===== config.mk =====
export PLATFORM = sky130hd
export DESIGN_NAME = pcie_cpld_gen_flat
export DESIGN_NICKNAME = d
export VERILOG_FILES = /design/src/rtl/pcie_cpld_pkg.sv /design/src/rtl/pcie_cpld_gen_if.sv /design/src/rtl/pcie_cpld_ctx_fifo.sv /design/src/rtl/pcie_cpld_gen.sv /design/src/flat_wrapper.sv
export SDC_FILE = /design/constraint.sdc
export NUM_CORES = 1
export LEC_CHECK = 0
export CORE_ASPECT_RATIO = 0.7
export CORE_MARGIN = 4
export CORE_UTILIZATION = 55
export DETAILED_ROUTE_END_ITERATION = 10
export PLACE_DENSITY = 0.76
export SETUP_SLACK_MARGIN = 0.1
export SKIP_CTS_REPAIR_TIMING = 1
export SLEW_MARGIN = 10
export SYNTH_ARGS = -nofsm -noshare
export SYNTH_HDL_FRONTEND = slang
export SYNTH_HIERARCHICAL = 1
export SYNTH_SLANG_ARGS = --single-unit

===== constraint.sdc =====
create_clock -name m_axi_aclk -period 6.1 [get_ports m_axi_aclk]
set_clock_uncertainty 0.2 [all_clocks]
set_input_delay 1.22 -clock m_axi_aclk [delete_from_list [all_inputs] [get_ports m_axi_aclk]]
set_output_delay 1.22 -clock m_axi_aclk [all_outputs]
set_load 0.01 [all_outputs]

===== src/rtl/pcie_cpld_pkg.sv =====
// Shared types and decode helpers for the PCIe completion-with-data generator.
package pcie_cpld_pkg;

  localparam logic [6:0] FMT_TYPE_CPLD = 7'b1001010;

  typedef enum logic [1:0] {
    IDLE,
    HDR,
    DATA
  } cpld_state_e;

  typedef struct packed {
    logic [15:0] requester_id;
    logic [7:0]  tag;
    logic [2:0]  tc;
    logic [1:0]  attr;
    logic [6:0]  addr_lo;
    logic [3:0]  first_be;
  } cpld_ctx_t;

  // Bytes covered from the first enabled byte to the last enabled byte of one DW.
  function automatic logic [11:0] calc_byte_count(input logic [3:0] be);
    logic [11:0] bc;
    bc = 12'd1;
    casez (be)
      4'b1??1:                   bc = 12'd4;
      4'b01?1, 4'b1?10:          bc = 12'd3;
      4'b0011, 4'b0110, 4'b1100: bc = 12'd2;
      default:                   bc = 12'd1;
    endcase
    return bc;
  endfunction

  function automatic logic [6:0] calc_lower_addr(input logic [6:0] addr_lo, input logic [3:0] be);
    logic [1:0] idx;
    if (be[0])      idx = 2'd0;
    else if (be[1]) idx = 2'd1;
    else if (be[2]) idx = 2'd2;
    else if (be[3]) idx = 2'd3;
    else            idx = 2'd0;
    return (addr_lo & 7'h7C) | {5'b00000, idx};
  endfunction

endpackage


===== src/rtl/pcie_cpld_gen_if.sv =====
// Request-context, read-data and completion-stream signals of pcie_cpld_gen.
// CPLD_POISON_EN adds axi_cpld_err alongside the read data.
interface pcie_cpld_gen_if;

  logic        req_valid;
  logic        req_ready;
  logic [15:0] req_requester_id;
  logic [7:0]  req_tag;
  logic [2:0]  req_tc;
  logic [1:0]  req_attr;
  logic [6:0]  req_addr_lo;
  logic [3:0]  req_first_be;

  logic        axi_cpld_valid;
  logic        axi_cpld_ready;
  logic [63:0] axi_cpld_data;
`ifdef CPLD_POISON_EN
  logic        axi_cpld_err;
`endif

  logic [63:0] s_axis_cc_tdata;
  logic [7:0]  s_axis_cc_tkeep;
  logic        s_axis_cc_tlast;
  logic        s_axis_cc_tvalid;
  logic        s_axis_cc_tready;

`ifdef CPLD_POISON_EN
  modport slave (
    input  req_valid, req_requester_id, req_tag, req_tc, req_attr, req_addr_lo, req_first_be,
    output req_ready,
    input  axi_cpld_valid, axi_cpld_data, axi_cpld_err,
    output axi_cpld_ready,
    output s_axis_cc_tdata, s_axis_cc_tkeep, s_axis_cc_tlast, s_axis_cc_tvalid,
    input  s_axis_cc_tready
  );
  modport master (
    output req_valid, req_requester_id, req_tag, req_tc, req_attr, req_addr_lo, req_first_be,
    input  req_ready,
    output axi_cpld_valid, axi_cpld_data, axi_cpld_err,
    input  axi_cpld_ready,
    input  s_axis_cc_tdata, s_axis_cc_tkeep, s_axis_cc_tlast, s_axis_cc_tvalid,
    output s_axis_cc_tready
  );
`else
  modport slave (
    input  req_valid, req_requester_id, req_tag, req_tc, req_attr, req_addr_lo, req_first_be,
    output req_ready,
    input  axi_cpld_valid, axi_cpld_data,
    output axi_cpld_ready,
    output s_axis_cc_tdata, s_axis_cc_tkeep, s_axis_cc_tlast, s_axis_cc_tvalid,
    input  s_axis_cc_tready
  );
  modport master (
    output req_valid, req_requester_id, req_tag, req_tc, req_attr, req_addr_lo, req_first_be,
    input  req_ready,
    output axi_cpld_valid, axi_cpld_data,
    input  axi_cpld_ready,
    input  s_axis_cc_tdata, s_axis_cc_tkeep, s_axis_cc_tlast, s_axis_cc_tvalid,
    output s_axis_cc_tready
  );
`endif

endinterface


===== src/rtl/pcie_cpld_ctx_fifo.sv =====
// In-order show-ahead FIFO holding outstanding read-request contexts.
module pcie_cpld_ctx_fifo
  import pcie_cpld_pkg::*;
#(
  parameter int unsigned DEPTH = 8
) (
  input  logic                     clk,
  input  logic                     rst,
  input  logic                     push,
  input  cpld_ctx_t                push_data,
  input  logic                     pop,
  output cpld_ctx_t                head,
  output logic [$clog2(DEPTH):0]   count
);

  localparam int unsigned PTR_W = $clog2(DEPTH);
  localparam int unsigned CNT_W = PTR_W + 1;

  cpld_ctx_t        mem [DEPTH];
  logic [PTR_W-1:0] wr_ptr;
  logic [PTR_W-1:0] rd_ptr;
  logic             do_push;
  logic             do_pop;

  assign do_push = push && (count < CNT_W'(DEPTH));
  assign do_pop  = pop && (count != '0);
  assign head    = mem[rd_ptr];

  // Storage carries no reset; validity is tracked by count alone.
  always_ff @(posedge clk) begin
    if (do_push) mem[wr_ptr] <= push_data;
  end

  always_ff @(posedge clk) begin
    if (rst) begin
      wr_ptr <= '0;
      rd_ptr <= '0;
      count  <= '0;
    end else begin
      if (do_push) wr_ptr <= wr_ptr + PTR_W'(1);
      if (do_pop)  rd_ptr <= rd_ptr + PTR_W'(1);
      case ({do_push, do_pop})
        2'b10:   count <= count + CNT_W'(1);
        2'b01:   count <= count - CNT_W'(1);
        default: count <= count;
      endcase
    end
  end

endmodule


===== src/rtl/pcie_cpld_gen.sv =====
// Builds a 1-DW CplD TLP (header beat + data beat) per read-data word using queued request contexts.
// Define CPLD_POISON_EN to add axi_cpld_err, which sets the EP bit of the completion.
module pcie_cpld_gen
  import pcie_cpld_pkg::*;
#(
  parameter int unsigned CTX_DEPTH    = 8,
  parameter int unsigned C_DATA_WIDTH = 64
) (
  input  logic                       m_axi_aclk,
  input  logic                       m_axi_areset,
  input  logic [15:0]                completer_id,
  pcie_cpld_gen_if.slave             bus,
  output logic [$clog2(CTX_DEPTH):0] ctx_count
);

  localparam int unsigned CNT_W = $clog2(CTX_DEPTH) + 1;

  if (C_DATA_WIDTH != 64 || CTX_DEPTH < 2 || (CTX_DEPTH & (CTX_DEPTH - 1)) != 0) begin : g_param_check
    $error("pcie_cpld_gen: C_DATA_WIDTH must be 64 and CTX_DEPTH a power of 2 >= 2");
  end

  cpld_state_e      state;
  cpld_ctx_t        push_ctx;
  cpld_ctx_t        head;
  logic             push;
  logic             pop;
  logic             ep;
  logic [CNT_W-1:0] count_next;
  logic [31:0]      dw0;
  logic [31:0]      dw1;
  logic [31:0]      dw2;
  logic [31:0]      data_dw;
  logic [63:0]      data_beat;

  assign push       = bus.req_valid & bus.req_ready;
  assign pop        = bus.axi_cpld_valid & bus.axi_cpld_ready;
  assign count_next = ctx_count + CNT_W'(push) - CNT_W'(pop);

  assign push_ctx = '{requester_id: bus.req_requester_id,
                      tag:          bus.req_tag,
                      tc:           bus.req_tc,
                      attr:         bus.req_attr,
                      addr_lo:      bus.req_addr_lo,
                      first_be:     bus.req_first_be};

`ifdef CPLD_POISON_EN
  assign ep = bus.axi_cpld_err;
`else
  assign ep = 1'b0;
`endif

  // Completion fields are formed from the FIFO head in the cycle the data is accepted.
  assign dw0     = {1'b0, FMT_TYPE_CPLD, 1'b0, head.tc, 4'b0000, 1'b0, ep, head.attr, 2'b00, 10'd1};
  assign dw1     = {completer_id, 3'b000, 1'b0, calc_byte_count(head.first_be)};
  assign dw2     = {head.requester_id, head.tag, 1'b0, calc_lower_addr(head.addr_lo, head.first_be)};
  assign data_dw = head.addr_lo[2] ? bus.axi_cpld_data[63:32] : bus.axi_cpld_data[31:0];

  pcie_cpld_ctx_fifo #(.DEPTH(CTX_DEPTH)) u_ctx_fifo (
    .clk       (m_axi_aclk),
    .rst       (m_axi_areset),
    .push      (push),
    .push_data (push_ctx),
    .pop       (pop),
    .head      (head),
    .count     (ctx_count)
  );

  // Readies are registered from next-cycle state and count so they match their combinational definitions.
  always_ff @(posedge m_axi_aclk) begin
    if (m_axi_areset) begin
      state                <= IDLE;
      bus.req_ready        <= 1'b0;
      bus.axi_cpld_ready   <= 1'b0;
      bus.s_axis_cc_tvalid <= 1'b0;
      bus.s_axis_cc_tlast  <= 1'b0;
      bus.s_axis_cc_tdata  <= '0;
      bus.s_axis_cc_tkeep  <= '0;
      data_beat            <= '0;
    end else begin
      bus.req_ready      <= (count_next < CNT_W'(CTX_DEPTH));
      bus.axi_cpld_ready <= 1'b0;
      case (state)
        IDLE: begin
          if (pop) begin
            state                <= HDR;
            bus.s_axis_cc_tvalid <= 1'b1;
            bus.s_axis_cc_tlast  <= 1'b0;
            bus.s_axis_cc_tkeep  <= '1;
            bus.s_axis_cc_tdata  <= {dw1, dw0};
            data_beat            <= {data_dw, dw2};
          end else begin
            bus.axi_cpld_ready <= (count_next != '0);
          end
        end
        HDR: begin
          if (bus.s_axis_cc_tready) begin
            state               <= DATA;
            bus.s_axis_cc_tdata <= data_beat;
            bus.s_axis_cc_tlast <= 1'b1;
          end
        end
        DATA: begin
          if (bus.s_axis_cc_tready) begin
            state                <= IDLE;
            bus.s_axis_cc_tvalid <= 1'b0;
            bus.s_axis_cc_tlast  <= 1'b0;
            bus.s_axis_cc_tdata  <= '0;
            bus.s_axis_cc_tkeep  <= '0;
            bus.axi_cpld_ready   <= (count_next != '0);
          end
        end
        default: state <= IDLE;
      endcase
    end
  end

endmodule


===== src/flat_wrapper.sv =====
// flat-port wrapper written by rule: the top's interface ports become plain ports
module pcie_cpld_gen_flat import pcie_cpld_pkg::*;
#(
  parameter int unsigned CTX_DEPTH    = 8,
  parameter int unsigned C_DATA_WIDTH = 64
)
  (m_axi_aclk, m_axi_areset, completer_id, ctx_count, bus_req_valid, bus_req_requester_id, bus_req_tag, bus_req_tc, bus_req_attr, bus_req_addr_lo, bus_req_first_be, bus_req_ready, bus_axi_cpld_valid, bus_axi_cpld_data, bus_axi_cpld_ready, bus_s_axis_cc_tdata, bus_s_axis_cc_tkeep, bus_s_axis_cc_tlast, bus_s_axis_cc_tvalid, bus_s_axis_cc_tready);
  pcie_cpld_gen_if bus_i ();
  input  logic m_axi_aclk;
  input  logic m_axi_areset;
  input  logic [15:0] completer_id;
  output logic [$clog2(CTX_DEPTH):0] ctx_count;
  input wire logic [$bits(bus_i.req_valid)-1:0] bus_req_valid;
  input wire logic [$bits(bus_i.req_requester_id)-1:0] bus_req_requester_id;
  input wire logic [$bits(bus_i.req_tag)-1:0] bus_req_tag;
  input wire logic [$bits(bus_i.req_tc)-1:0] bus_req_tc;
  input wire logic [$bits(bus_i.req_attr)-1:0] bus_req_attr;
  input wire logic [$bits(bus_i.req_addr_lo)-1:0] bus_req_addr_lo;
  input wire logic [$bits(bus_i.req_first_be)-1:0] bus_req_first_be;
  output wire logic [$bits(bus_i.req_ready)-1:0] bus_req_ready;
  input wire logic [$bits(bus_i.axi_cpld_valid)-1:0] bus_axi_cpld_valid;
  input wire logic [$bits(bus_i.axi_cpld_data)-1:0] bus_axi_cpld_data;
  output wire logic [$bits(bus_i.axi_cpld_ready)-1:0] bus_axi_cpld_ready;
  output wire logic [$bits(bus_i.s_axis_cc_tdata)-1:0] bus_s_axis_cc_tdata;
  output wire logic [$bits(bus_i.s_axis_cc_tkeep)-1:0] bus_s_axis_cc_tkeep;
  output wire logic [$bits(bus_i.s_axis_cc_tlast)-1:0] bus_s_axis_cc_tlast;
  output wire logic [$bits(bus_i.s_axis_cc_tvalid)-1:0] bus_s_axis_cc_tvalid;
  input wire logic [$bits(bus_i.s_axis_cc_tready)-1:0] bus_s_axis_cc_tready;
  assign bus_i.req_valid = bus_req_valid;
  assign bus_i.req_requester_id = bus_req_requester_id;
  assign bus_i.req_tag = bus_req_tag;
  assign bus_i.req_tc = bus_req_tc;
  assign bus_i.req_attr = bus_req_attr;
  assign bus_i.req_addr_lo = bus_req_addr_lo;
  assign bus_i.req_first_be = bus_req_first_be;
  assign bus_req_ready = bus_i.req_ready;
  assign bus_i.axi_cpld_valid = bus_axi_cpld_valid;
  assign bus_i.axi_cpld_data = bus_axi_cpld_data;
  assign bus_axi_cpld_ready = bus_i.axi_cpld_ready;
  assign bus_s_axis_cc_tdata = bus_i.s_axis_cc_tdata;
  assign bus_s_axis_cc_tkeep = bus_i.s_axis_cc_tkeep;
  assign bus_s_axis_cc_tlast = bus_i.s_axis_cc_tlast;
  assign bus_s_axis_cc_tvalid = bus_i.s_axis_cc_tvalid;
  assign bus_i.s_axis_cc_tready = bus_s_axis_cc_tready;
  pcie_cpld_gen #(.CTX_DEPTH(CTX_DEPTH), .C_DATA_WIDTH(C_DATA_WIDTH)) u_core (.m_axi_aclk(m_axi_aclk), .m_axi_areset(m_axi_areset), .completer_id(completer_id), .bus(bus_i), .ctx_count(ctx_count));
endmodule

## Word-level counts from Yosys, hierarchy flattened

Memory sizes are Yosys's and may differ from the RTL's. A register that Yosys moved wholly into a read port is not among the register bits.
Index checks and enable logic that the tools add are counted.

- Add/sub/neg operators: 6
- $lt $le $gt $ge: 2
- Eq/ne operators: 13
- Muxes and demuxes: 31
- Bitwise gates (word level): 3
- Reductions and logical operators: 14

Operators with widths:

| kind | number |
|---|---|
| $mux W64 | 3 |
| $pmux W64 S3 | 1 |
| $mux W32 | 1 |
| $mux W8 | 2 |
| $pmux W8 S2 | 1 |
| $mux W2 | 7 |
| $pmux W3 S3 | 1 |
| $lt A4 B4 Y1 const B | 2 |
| $mux W1 | 8 |
| $pmux W4 S2 | 1 |
| $reduce_bool A4 Y1 | 2 |
| $or A7 B2 Y7 | 1 |
| $add A3 B1 Y3 const B | 2 |
| $eq A2 B2 Y1 const B | 3 |
| $mux W3 | 2 |
| $pmux W2 S3 | 1 |
| $reduce_and A3 Y1 | 2 |
| $add A4 B1 Y4 | 1 |
| $add A4 B1 Y4 const B | 1 |
| $eq A2 B1 Y1 const B | 2 |
| $eq A4 B2 Y1 const B | 1 |
| $eq A4 B3 Y1 const B | 1 |
| $eq A4 B4 Y1 const B | 1 |
| $ne A2 B2 Y1 const B | 2 |
| other kinds (16) | 20 |

- Register bits: 151
- Bits in writable memories: 320
- Bits of input ports: 125
- Output and inout bits: 80
- Word-level logic and storage cells: 81
- Memories kept: 1

Memories:

| memory | depth | width | read ports | clocked after memory_dff | write ports | RTL line | source |
|---|---|---|---|---|---|---|---|
| u_core.u_ctx_fifo.mem | 8 | 40 | 1 | 1 | 1 | pcie_cpld_ctx_fifo.sv:19 | `cpld_ctx_t mem [DEPTH];` |

## Depth between registers and ports, before layout

Gate-level depths: netlist of the first run.

- Word-level depth: 6
- Mapped depth: 11
- Mapped depth without buffers: 11

## Cells and area by module

Netlist of the first run, hierarchy kept.

Modules (own cells, without submodules):

| module | times used | cells an instance | area each (µm²) | sequential area each (µm²) |
|---|---|---|---|---|
| pcie_cpld_ctx_fifo | 1 | 534 | 12,938.7 | 9,869.5 |
| pcie_cpld_gen | 1 | 637 | 5,504.0 | 2,642.5 |

## Least setup slack after synthesis of the first run

Ideal clock, no wire load.

- Kind: in2reg
- From: in bus_req_valid
- To: mem u_core/u_ctx_fifo/mem[0][0] (netlist bit), enable pin
- Library setup time: 0.487 ns
- Data arrival time: 4.501 ns
- Required time: 5.413 ns
- Path slack: 0.911 ns
- Stages on the path: 5
- Buffers on the path: 0
- Path through: nand2_1 inv_1 nor2b_1 nand2b_1 nor3_1

- Word-level cells in the longest chain between the ends: 4

Ends and longest elaborated chain:

| what | RTL line | source |
|---|---|---|
| start, declared | flat_wrapper.sv:13 | `input wire logic [$bits(bus_i.req_valid)-1:0] bus_req_valid;` |
| $and A1 B1 Y1 | pcie_cpld_gen.sv:35 | `assign push = bus.req_valid & bus.req_ready;` |
| via u_core.push | pcie_cpld_gen.sv:25 | `logic push;` |
| $logic_and A1 B1 Y1 | pcie_cpld_ctx_fifo.sv:25 | `assign do_push = push && (count < CNT_W'(DEPTH));` |
| $mux W1 | pcie_cpld_ctx_fifo.sv:31 | `if (do_push) mem[wr_ptr] <= push_data;` |
| $mux W1 (not written as such) | pcie_cpld_ctx_fifo.sv:31 |  |
| end, declared | pcie_cpld_ctx_fifo.sv:19 |  |

The timed path passes the listed nets, and every way through them passes these cells.

## Final worst setup path of the first run

Ends and elaborated chain as after synthesis.

==> impl_metrics.csv, run 1 <==
group,metric,value,unit
cts,ctsRootBufferMaster,"clkbuf_16",
layout,final_common_cell,"edfxtp_1",
sta,max_freq,265,MHz
sta,final.setup.tns,0,ps
global_route,antenna_found_initial,1,
sta,max_slew_margin,18.4,%
global_route,grt_max_degree,95,
cts,cts_buffers,41,
setup_path,startpoint_type,"input pin",
power_and_ir_drop,finalPower,7.21,mW
drt,vias_per_cell,5.85,
synthesis,synth_area_per_cell,15.5,sq um
power_and_ir_drop,leakage,7.15,nW
status,status,"complete, no violations",
synthesis,yosys_warnings,6,
layout,drive_gt1_share,9.52,%
setup_path,critPathArrivalTime,3800,ps
placed_design,numPortBuffers,201,
sta,maxSlewViolCount,0,
placed_design,dp.cells,1699,
drt,vias,10400,
layout,diodes,0,
setup_path,end_kind,"flip-flop",
sta,setup_slack,2320,ps
die,die_w,223,um
die,start_util,56.5,%
drt,route.detailed.drc,0,
synthesis,synth_nets,1286,
placed_design,routabilityCongestion,0.746,
layout,layout_common_cells,"edfxtp_1 (304), clkdlybuf4s50_1 (200), dfxtp_1 (142), nand2_1 (120), a21oi_1 (84)",
min_path,hold_path.class,"flip-flop to flip-flop",
cts,htree_levels,2,
layout,finalInstanceArea,21400,sq um
drt,drt_iter0_markers,866,
setup_path,cpPeakStageDelay,980,ps
placed_design,place_ws,1740,ps
drt,wl,39.5,mm
setup_path,required,6120,ps
layout,final_util,67.9,%
cts,clkLatencyLatePin,540,ps
synthesis,syn_inst,1149,
cts,clk_path_buf_depth,3,
setup_path,crit_fanout,28,
sta,setup_violations,0,
synthesis,synth_area,17800,sq um
setup_path,cp_slowest_cell,"nor3_2",
die,dieArea,35400,sq um
layout,fin_nets,1459,
run,maxCapViolCount,0,
global_route,grt_use_total,21.7,%
layout,fin_cells,1775,
sta,post-route-min-period,3780,ps
die,num_rows,54,
drt,firstDrtPassIters,5,
sta,hold_viol,0,
setup_path,path_cells,"clkdlybuf4s50_1, nand2_1, inv_1, nor2b_1, nand2b_1, nor3_2, buf_12",
placed_design,place_area,20100,sq um
cts,cts_sinks,449,
power_and_ir_drop,power.density,337,nW/um^2
placed_design,hpwl,24.1,mm
power_and_ir_drop,ir_drop,0.202,mV
die,core_area,31600,sq um
setup_path,path_class,"input pin to flip-flop",
sta,max_slew.worst_pin.slew,1220,ps
drt,wl_per_cell,22.3,um
die,ios,205,
global_route,gr-total-overflow,0,
sta,hold_slack,249,ps
sta,rsz0062_at_grt,"false",
cts,tritoncts,"built",
layout,syn_to_final_growth,20.1,%
drt,postRouteAntennaNets,0,
sta,fin_crit_sh,62.0,%
global_route,grt_pass1_wl,59.3,mm
die,die_h,159,um
cts,path_clk_slew,60,ps
global_route,grt_pass1_vias,10200,
sequential cells by signal, summed over array words and instances (netlist names), 2 cells and up, named ones only:
signal                      cells
u_core/u_ctx_fifo/rd_ptr        3
u_core/u_ctx_fifo/count         4
u_core/data_beat               63
u_core/bus.s_axis_cc_tdata     63
u_core/u_ctx_fifo/wr_ptr        3
u_core/state                    2
u_core/u_ctx_fifo/mem         304
power breakdown:
group          internal, mW  switching [mW]  total (mW)
combinational         0.520           0.640        1.16
sequential             3.44           0.115        3.55
clock                  1.42            1.07        2.49
area by class of cell:
type,instances,area (sq um)
clock buffers,60,1170
inverters,8,30.0
well taps,420,526
repair buffers,216,2150
multi-input cells,606,5370
clock inverters,16,135
flip-flops and latches,449,12000
fillers,2138,10100
routing by layer:
metal | global-route usage, % | wire, um | part of all wire, %
met5 | 0 | 7 | 0.018
met4 | 5.02 | 676 | 1.7
met3 | 3.74 | 2350 | 5.9
met2 | 36.2 | 19600 | 49
met1 | 30.7 | 16900 | 43
worst paths after layout:
kind | slack (ps) | depth (start not counted) | from | endpoint
worst max-delay path | 2320 | 7 | bus_req_valid | u_core/u_ctx_fifo/mem[0][0]$_DFFE_PP_
worst min-delay path | 250 | 1 | u_core/bus.s_axis_cc_tdata[50]$_SDFFE_PP0P_ | u_core/bus.s_axis_cc_tdata[50]$_SDFFE_PP0P_
worst max register to register | 2500 | 6 | u_core/state[1]$_SDFFE_PP0P_ | u_core/bus.s_axis_cc_tdata[59]$_SDFFE_PP0P_
worst min register to register | 250 | 1 | u_core/bus.s_axis_cc_tdata[50]$_SDFFE_PP0P_ | u_core/bus.s_axis_cc_tdata[50]$_SDFFE_PP0P_
worst max-delay path, delay by kind of cell:
| family | cells | cell delay [ps] |
|---|---|---|
| AND/OR/NAND/NOR | 4 | 1690 |
| buffers and inverters | 3 | 870 |
Power figures use the tool's default switching activity.
==> run 2, diff against run 1 <==
Clock period 6.1 ns to 3.9 ns, I/O delays scaled along.
==> run 2 against run 1 <==
  * Critical endpoint is now u_core/u_ctx_fifo/count[2]$_SDFFE_PP0P_
  * Hold slack lost 1.8 ps
  * Power grew 59%
  * Combinational power grew 60%
  * Final area grew 1.1%
  * Clock power grew 63%
  * Core utilization grew 0.77 points
  * Routed wire length is essentially flat
  * Via count shrank 0.45%
  * Non-clock buffer count grew 11
==> impl_metrics.csv, run 2 (synthesis gave the netlist of run 1 again) <==
group,metric,value,unit
setup_path,crit_fanout,5,
drt,wl,39.6,mm
layout,final_util,68.6,%
power_and_ir_drop,power_switching,2.86,mW
cts,tritoncts,"built",
sta,rsz0062_at_grt,"false",
placed_design,dp.cells,1710,
layout,largest_reg_flops,304,
sta,max_slew_margin,27.0,%
setup_path,cp_slowest_cell,"clkdlybuf4s50_1",
setup_path,required,4150,ps
sta,post-route-min-period,2970,ps
power_and_ir_drop,p_int,8.61,mW
drt,met3_length,2.51,mm
setup_path,r2r_cells,6,
global_route,grt_pass1_vias,10500,
die,die_w,223,um
cts,htree_levels,2,
power_and_ir_drop,swShare,25.0,%
drt,wl_met2,19.7,mm
power_and_ir_drop,seq_power_share,48.3,%
layout,syn_to_final_growth,21.4,%
drt,firstDrtPassIters,4,
layout,finalInstanceArea,21700,sq um
power_and_ir_drop,clkPwrFrac,35.5,%
layout,diodes,0,
min_path,worstHoldPathCells,1,
die,num_rows,54,
layout,fin_cells,1785,
drt,vias_per_cell,5.79,
placed_design,hpwl,23.9,mm
drt,wl_per_cell,22.2,um
setup_path,cpPeakStageDelay,560,ps
placed_design,place_area,20300,sq um
setup_path,path_class,"input pin to flip-flop",
setup_path,path_cells,"clkdlybuf4s50_1, and2_1, o41a_1, ha_1, xor2_1, ha_1, a21oi_1, xor2_1, or3_1, a21oi_1",
cts,clkLatencyLatePin,550,ps
setup_path,critPathLaunch,"bus_axi_cpld_valid",
power_and_ir_drop,power.density,530,nW/um^2
placed_design,place_ws,418,ps
sta,max_freq,337,MHz
setup_path,critPathArrivalTime,3220,ps
global_route,grt_pass1_wl,60.2,mm
drt,topRoutingLayerUsed,"met5",
drt,drt_iter0_markers,883,
run,maxCapViolCount,0,
drt,route.detailed.drc,0,
placed_design,routabilityCongestion,0.766,
setup_path,end_kind,"flip-flop",
die,ios,205,
drt,met1_length,16.7,mm
layout,largest-register,"u_core/u_ctx_fifo/mem",
drt,postRouteAntennaNets,0,
sta,maxSlewViolCount,0,
sta,setup_violations,0,
sta,setup_slack,932,ps
global_route,grt_max_degree,69,
cts,clk_path_buf_depth,3,
drt,vias,10300,
die,die_h,159,um
sta,final.setup.tns,0,ps
cts,path_clk_slew,60,ps
global_route,grt_use_total,22.1,%
sta,max_slew.worst_pin.slew,1100,ps
die,start_util,56.5,%
die,dieArea,35400,sq um
layout,layout_common_cells,"edfxtp_1 (304), clkdlybuf4s50_1 (200), dfxtp_1 (142), nand2_1 (120), a21oi_1 (84)",
layout,fin_nets,1470,
power_and_ir_drop,combPwrFrac,16.2,%
cts,cts_sinks,449,
sta,hold_viol,0,
layout,final_common_cell,"edfxtp_1",
status,status,"complete, no violations",
global_route,antenna_found_initial,3,
sta,hold_slack,247,ps
cts,ctsRootBufferMaster,"clkbuf_16",
power_and_ir_drop,finalPower,11.5,mW
power_and_ir_drop,ir_drop,0.396,mV
setup_path,startpoint_type,"input pin",
layout,reg_top3,"u_core/u_ctx_fifo/mem: 304 flops, u_core/bus.s_axis_cc_tdata: 63 flops, u_core/data_beat: 63 flops",
die,core_area,31600,sq um
cts,cts_buffers,41,
min_path,hold_path.class,"flip-flop to flip-flop",
power_and_ir_drop,leakage,7.25,nW
layout,drive_gt1_share,10.5,%
global_route,gr-total-overflow,0,
min_path,hp-start,"u_core/bus.s_axis_cc_tdata[60]$_SDFFE_PP0P_",
sta,fin_crit_sh,76.1,%
placed_design,numPortBuffers,201,
-- run 2: cell type report --
type                            count  area (sq um)
Inverter                            8          30.0
Tap cell                          420           526
Clock buffer                       61          1190
Clock inverter                     14           183
Sequential cell                   449         12000
Fill cell                        2075          9900
Timing Repair Buffer              227          2300
Multi-Input combinational cell    606          5380
-- run 2: worst paths after layout --
| path | endpoint | slack [ps] |
|---|---|---|
| setup / recovery | u_core/u_ctx_fifo/count[2]$_SDFFE_PP0P_ | 930 |
| hold / removal | u_core/bus.s_axis_cc_tdata[60]$_SDFFE_PP0P_ | 250 |
| setup reg to reg | u_core/data_beat[6]$_SDFFE_PP0P_ | 1070 |
| hold reg to reg | u_core/bus.s_axis_cc_tdata[60]$_SDFFE_PP0P_ | 250 |
-- run 2: routing by layer --
metal	track usage [%]	up-vias
li1	-	4794
met1	30.7	5200
met2	36.6	283
met3	4.77	56
met4	5.16	6
met5	0	-
-- run 2: power groups by stage --
stage               clock network (mW)  registers (mW)  logic (mW)
floorplan                            0            5.65        1.11
global placement                     0            5.62        1.82
detailed placement                   0            5.64        1.87
CTS                               4.15            5.54        1.87
global route                      4.37            5.57        2.02
finish                            4.07            5.54        1.86
-- run 2: worst max-delay path, delay by kind of cell --
kind            cells  cell delay (ps)
xor+xnor            2              330
fa+ha+maj           2              470
buf+inv             1              560
simple gates        2              510
compound gates      3              550
